File: config.mk
export PLATFORM = sky130hd
export DESIGN_NAME = lfsr_pair_run_ctrl_flat
export DESIGN_NICKNAME = d
export VERILOG_FILES = /design/src/rtl/lfsr_pair_run_ctrl_if.sv /design/src/rtl/lfsr_pair_run_ctrl.sv /design/src/flat_wrapper.sv
export SDC_FILE = /design/constraint.sdc
export NUM_CORES = 1
export LEC_CHECK = 0
export BUFFER_PORTS_ARGS = -buffer_cell sky130_fd_sc_hd__buf_2
export CAP_MARGIN = 5
export CORE_ASPECT_RATIO = 0.8
export CORE_MARGIN = 8
export CORE_UTILIZATION = 44
export DETAILED_ROUTE_END_ITERATION = 12
export PLACE_DENSITY_LB_ADDON = 0.12
export SETUP_SLACK_MARGIN = 0.3
export SYNTH_ARGS = -nofsm -noshare
export SYNTH_HDL_FRONTEND = slang
export SYNTH_SLANG_ARGS = --single-unit
File: constraint.sdc
create_clock -name clk -period 3 [get_ports clk]
set_clock_uncertainty 0.2 [all_clocks]
set_input_delay 0.6 -clock clk [delete_from_list [all_inputs] [get_ports clk]]
set_output_delay 0.6 -clock clk [all_outputs]
set_load 0.01 [all_outputs]
File: src/rtl/lfsr_pair_run_ctrl_if.sv
// Config/status bundle between the test/config logic and the dual-LFSR run sequencer.
// The master drives the run request; the slave (sequencer) reports progress and LFSR state.
interface lfsr_pair_run_ctrl_if;
   logic       start;
   logic       abort;
   logic [3:0] seed_a;
   logic [3:0] seed_b;
   logic [7:0] num_steps;
   logic       busy;
   logic       done;
   logic [7:0] even_cnt;
   logic [3:0] a_q;
   logic [3:0] b_q;

   modport master (
      output start,
      output abort,
      output seed_a,
      output seed_b,
      output num_steps,
      input  busy,
      input  done,
      input  even_cnt,
      input  a_q,
      input  b_q
   );

   modport slave (
      input  start,
      input  abort,
      input  seed_a,
      input  seed_b,
      input  num_steps,
      output busy,
      output done,
      output even_cnt,
      output a_q,
      output b_q
   );
endinterface

File: src/rtl/lfsr_pair_run_ctrl.sv
// Sequencer for two 4-bit LFSRs: seeds them, steps them N times and counts even sums.
// All outputs come straight from registers or from the state register.
module lfsr_pair_run_ctrl (
   input  logic                 clk,
   input  logic                 rst,
   lfsr_pair_run_ctrl_if.slave  bus
);

   typedef enum logic [1:0] {
      StIdle = 2'd0,
      StRun  = 2'd1,
      StDone = 2'd2
   } state_e;

   state_e     state_q, state_d;
   logic [3:0] lfsr_a_q, lfsr_a_d;
   logic [3:0] lfsr_b_q, lfsr_b_d;
   logic [7:0] remaining_q, remaining_d;
   logic [7:0] even_cnt_q, even_cnt_d;
   logic       sum_even;

   function automatic logic [3:0] lfsr_step(input logic [3:0] q);
      return {q[2:0], q[3] ^ q[2]};
   endfunction

   // An all-zero LFSR would lock up, so a zero seed loads 0001 instead.
   function automatic logic [3:0] seed_fix(input logic [3:0] s);
      return (s == 4'd0) ? 4'd1 : s;
   endfunction

   // The LSB of a 4-bit sum depends only on the operand LSBs.
   assign sum_even = ~(lfsr_a_q[0] ^ lfsr_b_q[0]);

   always_comb begin
      state_d     = state_q;
      lfsr_a_d    = lfsr_a_q;
      lfsr_b_d    = lfsr_b_q;
      remaining_d = remaining_q;
      even_cnt_d  = even_cnt_q;

      unique case (state_q)
         StIdle: begin
            // start wins over a simultaneous abort here; abort has no meaning in idle
            if (bus.start) begin
               lfsr_a_d    = seed_fix(bus.seed_a);
               lfsr_b_d    = seed_fix(bus.seed_b);
               remaining_d = bus.num_steps;
               even_cnt_d  = 8'd0;
               state_d     = (bus.num_steps != 8'd0) ? StRun : StDone;
            end
         end

         StRun: begin
            if (bus.abort) begin
               state_d = StIdle;
            end else begin
               if (sum_even) begin
                  even_cnt_d = even_cnt_q + 8'd1;
               end
               lfsr_a_d    = lfsr_step(lfsr_a_q);
               lfsr_b_d    = lfsr_step(lfsr_b_q);
               remaining_d = remaining_q - 8'd1;
               if (remaining_q == 8'd1) begin
                  state_d = StDone;
               end
            end
         end

         StDone: begin
            state_d = StIdle;
         end

         default: begin
            state_d = StIdle;
         end
      endcase
   end

   always_ff @(posedge clk) begin
      if (rst) begin
         state_q     <= StIdle;
         lfsr_a_q    <= 4'd1;
         lfsr_b_q    <= 4'd1;
         remaining_q <= 8'd0;
         even_cnt_q  <= 8'd0;
      end else begin
         state_q     <= state_d;
         lfsr_a_q    <= lfsr_a_d;
         lfsr_b_q    <= lfsr_b_d;
         remaining_q <= remaining_d;
         even_cnt_q  <= even_cnt_d;
      end
   end

   assign bus.busy     = (state_q != StIdle);
   assign bus.done     = (state_q == StDone);
   assign bus.even_cnt = even_cnt_q;
   assign bus.a_q      = lfsr_a_q;
   assign bus.b_q      = lfsr_b_q;

endmodule
File: src/flat_wrapper.sv
// flat-port wrapper written by rule: the top's interface ports become plain ports
module lfsr_pair_run_ctrl_flat 
  (clk, rst, bus_start, bus_abort, bus_seed_a, bus_seed_b, bus_num_steps, bus_busy, bus_done, bus_even_cnt, bus_a_q, bus_b_q);
  lfsr_pair_run_ctrl_if bus_i ();
  input  logic clk;
  input  logic rst;
  input wire logic [$bits(bus_i.start)-1:0] bus_start;
  input wire logic [$bits(bus_i.abort)-1:0] bus_abort;
  input wire logic [$bits(bus_i.seed_a)-1:0] bus_seed_a;
  input wire logic [$bits(bus_i.seed_b)-1:0] bus_seed_b;
  input wire logic [$bits(bus_i.num_steps)-1:0] bus_num_steps;
  output wire logic [$bits(bus_i.busy)-1:0] bus_busy;
  output wire logic [$bits(bus_i.done)-1:0] bus_done;
  output wire logic [$bits(bus_i.even_cnt)-1:0] bus_even_cnt;
  output wire logic [$bits(bus_i.a_q)-1:0] bus_a_q;
  output wire logic [$bits(bus_i.b_q)-1:0] bus_b_q;
  assign bus_i.start = bus_start;
  assign bus_i.abort = bus_abort;
  assign bus_i.seed_a = bus_seed_a;
  assign bus_i.seed_b = bus_seed_b;
  assign bus_i.num_steps = bus_num_steps;
  assign bus_busy = bus_i.busy;
  assign bus_done = bus_i.done;
  assign bus_even_cnt = bus_i.even_cnt;
  assign bus_a_q = bus_i.a_q;
  assign bus_b_q = bus_i.b_q;
  lfsr_pair_run_ctrl u_core (.clk(clk), .rst(rst), .bus(bus_i));
endmodule
==> impl_summary.log <==
INFO  metric worstSetupStartpoint = u_core.state_q[0]
INFO  metric die-area = 5320 sq um
INFO  metric power.static_leakage = 0.659 nW
INFO  metric worst_pin_slew = 728 ps
INFO  metric placementRows = 18
INFO  metric grt_first_pass_wirelength = 5530 microns
INFO  metric hold_path_startpoint = u_core.bus.even_cnt[6]
INFO  metric period_minus_slack = 2360 ps
INFO  metric rr_startpoint = u_core.state_q[0]
INFO  metric gr-total-overflow = 0
INFO  metric max-slew-margin-rel = 0.515
INFO  metric layout-drive-gt1-share = 0.244
INFO  metric post-dp-hpwl = 2610 microns
INFO  metric finalMaxSlewViolations = 0
INFO  metric worst_hold_path_type = register to register
INFO  metric clk_latency = 270 ps
INFO  metric antenna_found_initial = 0
INFO  metric report.final.setup_viol = 0
INFO  metric power_report.internal_total = 0.000550 W
INFO  metric largest_fanout_on_the_critical_path = 20
INFO  metric post-route-drc-count = 0
INFO  metric die_x_extent = 79.6 microns
INFO  metric outcome = completed
INFO  metric core_area = 3090 sq um
INFO  metric clock_pin_slew_on_the_worst_setup_and_hold_paths = 90 ps
INFO  metric critical_path.endpoint_type = register
INFO  metric layout.filler_cells = 307
INFO  metric synthToLayoutAreaGrowth = 15.6%
INFO  metric ir_drop = 0.278 mV
INFO  metric max_cap_violations = 0
INFO  metric post_synth.cell_area_avg = 7.91 sq um
INFO  metric finalSetupTns = 0 ps
INFO  metric post-cts-setup-buffer-count = 0
INFO  metric track_usage = 0.128
INFO  metric total_number_of_yosys_warnings = 0
INFO  metric power.share.combinational = 0.254
INFO  metric tritoncts = done
INFO  metric synthesis.nets = 203
INFO  metric finalCoreUtilization = 0.534
INFO  metric final_weighted_congestion_of_routability_driven_global_placement = 0.812
INFO  metric path_cells = nor2b_4 > a31oi_2 > or4_1 > a21oi_1
INFO  metric wirelength = 3580 microns
INFO  metric maximum_root_to_sink_buffer_count = 2
INFO  metric cts_resized = 0
INFO  metric timing.critical_path.required = 3010 ps
INFO  metric crit_slowest_cell = sky130_fd_sc_hd__or4_1
INFO  metric timing.setup.critical_path_class = register to register
INFO  metric drt-wirelength-per-cell = 14.4 microns
INFO  metric startpoint_type = register
INFO  metric cell_class_contributing_the_biggest_share_of_worst_path_delay = simple AND/OR/NAND/NOR gates
INFO  metric synth_top_flop_cell = sky130_fd_sc_hd__dfxtp_1
INFO  metric antenna_violating_nets_post_route = 0
INFO  metric biggest_area_contributors_in_the_synthesized_netlist = sky130_fd_sc_hd__dfxtp_1 (37%), sky130_fd_sc_hd__nand2_1 (6.9%), sky130_fd_sc_hd__a21oi_1 (6.3%), sky130_fd_sc_hd__o21ai_0 (4.2%), sky130_fd_sc_hd__nor2_1 (3.7%)
INFO  metric clock_sinks = 26
INFO  metric r2r_slack = 640 ps
INFO  metric pin_count_of_the_biggest_net_entering_global_routing = 23
INFO  metric switching_power = 0.000258 W
INFO  metric detail_route.first_pass.iterations = 4
INFO  metric final_min_period_over_clock_period = 0.786
INFO  metric antenna_fix_cells = 0
INFO  metric synthArstFlopShare = 0
INFO  metric floorplan.initialDensity = 0.461
INFO  metric timing.final.hold_violations = 0
INFO  metric fmaxAchievable = 424 MHz
INFO  metric postSynthCellCount = 180
INFO  metric nNetsFinal = 234
INFO  metric fraction_of_power_consumed_by_the_clock_network = 0.244
INFO  metric ys_seq_elements = 26
INFO  metric ys_top_cells_by_count = sky130_fd_sc_hd__dfxtp_1 (26), sky130_fd_sc_hd__nand2_1 (26), sky130_fd_sc_hd__a21oi_1 (18)
INFO  metric mean_number_of_vias_per_cell = 5.64
INFO  metric top_level_i_o_count = 38
INFO  metric rsz0062_at_grt = no
INFO  metric yosys.cell_types.count = 39
INFO  metric synth_seq_area_share = 0.366
INFO  metric critical_path_buf_inv_count = 0
INFO  metric power_switching_share = 0.319
INFO  metric die_h = 66.9 microns
INFO  metric synth_area_leader_cell = sky130_fd_sc_hd__dfxtp_1
INFO  metric synth_top_area_frac = 0.366
INFO  metric h-tree-depth = 1
INFO  metric power_per_cell_area = 491 nW/um^2
INFO  metric synth-edff-count = 0
INFO  metric port-buffer-count = 37
INFO  metric crit_path_max_cell_delay = 590 ps
INFO  metric post_synth_instance_area = 1420 sq um
INFO  metric cts_inserted_buffers = 3
INFO  metric cts-hold-fix-buffers = 0
INFO  metric route.vias.total = 1,404
INFO  metric seq_power_share = 0.502
INFO  metric timing.critical_path.arrival = 2370 ps
INFO  metric clock_tree.root_cell = sky130_fd_sc_hd__clkbuf_8
INFO  metric drtIter0Drc = 98
INFO  metric grt_pass1_vias = 1,220
-- cells by family after synthesis --
logic type / count (synthesis) / synth area share
AOI/OAI and AO/OA: 55 / 0.252
xor gates and xnor gates: 4 / 0.0246
adders and majority gates: 3 / 0.0264
buffers and inverters: 17 / 0.0562
DFF: 26 / 0.366
and+or+nand+nor: 75 / 0.275
-- placed cells by master, fill, tap and decap left out --
cell type | netlist | routed
sky130_fd_sc_hd__dfxtp_1 | 26 | 26
sky130_fd_sc_hd__nand2_1 | 26 | 26
sky130_fd_sc_hd__ha_1 | 3 | 3
sky130_fd_sc_hd__a21oi_1 | 18 | 18
sky130_fd_sc_hd__buf_2 | 7 | 37
sky130_fd_sc_hd__nor4_1 | 2 | 2
sky130_fd_sc_hd__and2_1 | 3 | 3
sky130_fd_sc_hd__a31oi_2 | 1 | 1
sky130_fd_sc_hd__a221oi_1 | 1 | 1
sky130_fd_sc_hd__nor4b_2 | 1 | 1
sky130_fd_sc_hd__o22ai_1 | 2 | 2
sky130_fd_sc_hd__or3b_2 | 1 | 1
sky130_fd_sc_hd__nor2b_1 | 2 | 2
sky130_fd_sc_hd__nand3_1 | 2 | 2
sky130_fd_sc_hd__nand2b_1 | 1 | 1
sky130_fd_sc_hd__xnor2_1 | 3 | 3
sky130_fd_sc_hd__a22oi_1 | 1 | 1
sky130_fd_sc_hd__a311oi_1 | 6 | 6
sky130_fd_sc_hd__a211oi_2 | 1 | 1
sky130_fd_sc_hd__or2_2 | 4 | 4
sky130_fd_sc_hd__nor3b_4 | 1 | 1
sky130_fd_sc_hd__nor2b_4 | 1 | 1
sky130_fd_sc_hd__a211oi_1 | 4 | 4
sky130_fd_sc_hd__inv_1 | 5 | 5
sky130_fd_sc_hd__or3_1 | 8 | 8
sky130_fd_sc_hd__xor2_1 | 1 | 1
sky130_fd_sc_hd__or4_1 | 1 | 1
sky130_fd_sc_hd__o31ai_1 | 3 | 3
sky130_fd_sc_hd__o311ai_0 | 2 | 2
sky130_fd_sc_hd__o21ai_0 | 12 | 12
sky130_fd_sc_hd__a31oi_1 | 1 | 1
sky130_fd_sc_hd__nor3_1 | 6 | 6
sky130_fd_sc_hd__a311o_1 | 1 | 1
sky130_fd_sc_hd__buf_4 | 0 | 1
sky130_fd_sc_hd__nor2_1 | 14 | 14
sky130_fd_sc_hd__clkbuf_8 | 0 | 3
sky130_fd_sc_hd__a21o_1 | 1 | 1
sky130_fd_sc_hd__a211o_1 | 1 | 1
sky130_fd_sc_hd__nand4_1 | 2 | 2
-- worst paths after layout --
check                                               to  depth (start not counted)
worst max-delay path            u_core.bus.even_cnt[7]                          4
worst min-delay path            u_core.bus.even_cnt[6]                          2
worst max register to register  u_core.bus.even_cnt[7]                          4
worst min register to register  u_core.bus.even_cnt[6]                          2
-- final cells by class --
cell class / instances / area [sq um] / share of cell area
clock buffers: 3 / 41.3 / 0.0251
well taps: 40 / 50.0 / 0.0304
flip-flops and latches: 26 / 520 / 0.316
repair buffers: 38 / 193 / 0.117
inverters: 5 / 18.8 / 0.0114
multi-input cells: 137 / 823 / 0.500
-- layer usage --
metal  GRT usage  share of wire  vias to the layer above
li1            -              -                      710
met1       0.166           0.47                      640
met2       0.203           0.45                       50
met3      0.0417          0.071                        4
met4      0.0207         0.0056                        0
met5           0              0                        -
-- power groups by stage --
stage          logic [W]  clock network, W  registers, W
2_1_floorplan   0.000146                 0      0.000412
5_1_grt         0.000230          0.000221      0.000410
6_report        0.000205          0.000197      0.000406
3_3_place_gp    0.000199                 0      0.000411
4_1_cts         0.000205          0.000204      0.000405
3_5_place_dp    0.000204                 0      0.000413
-- through the flow --
stage	power, W	instance area [sq um]	hold slack [ps]	worst slack (ps)	cells
after CTS	0.000813	1650	308	621	249
after global routing	0.000860	1650	342	515	249
after floorplan	0.000558	1420	282	1130	180
final	0.000808	1650	308	641	249
after global placement	0.000610	1610	261	790	246
after detailed placement	0.000617	1610	295	641	246
-- worst min-delay path, cell delays in order, from the launching register on --
cell	delay, ps
sky130_fd_sc_hd__dfxtp_1	340
sky130_fd_sc_hd__o21ai_0	70
sky130_fd_sc_hd__a21oi_1	60
-- state kept, by name, summed over array words and instances (netlist names) --
name and count:
u_core.bus.a_q 4, u_core.bus.b_q 4, u_core.bus.even_cnt 8, u_core.remaining_q 8
u_core.state_q 2
Power figures use the tool's default switching activity.
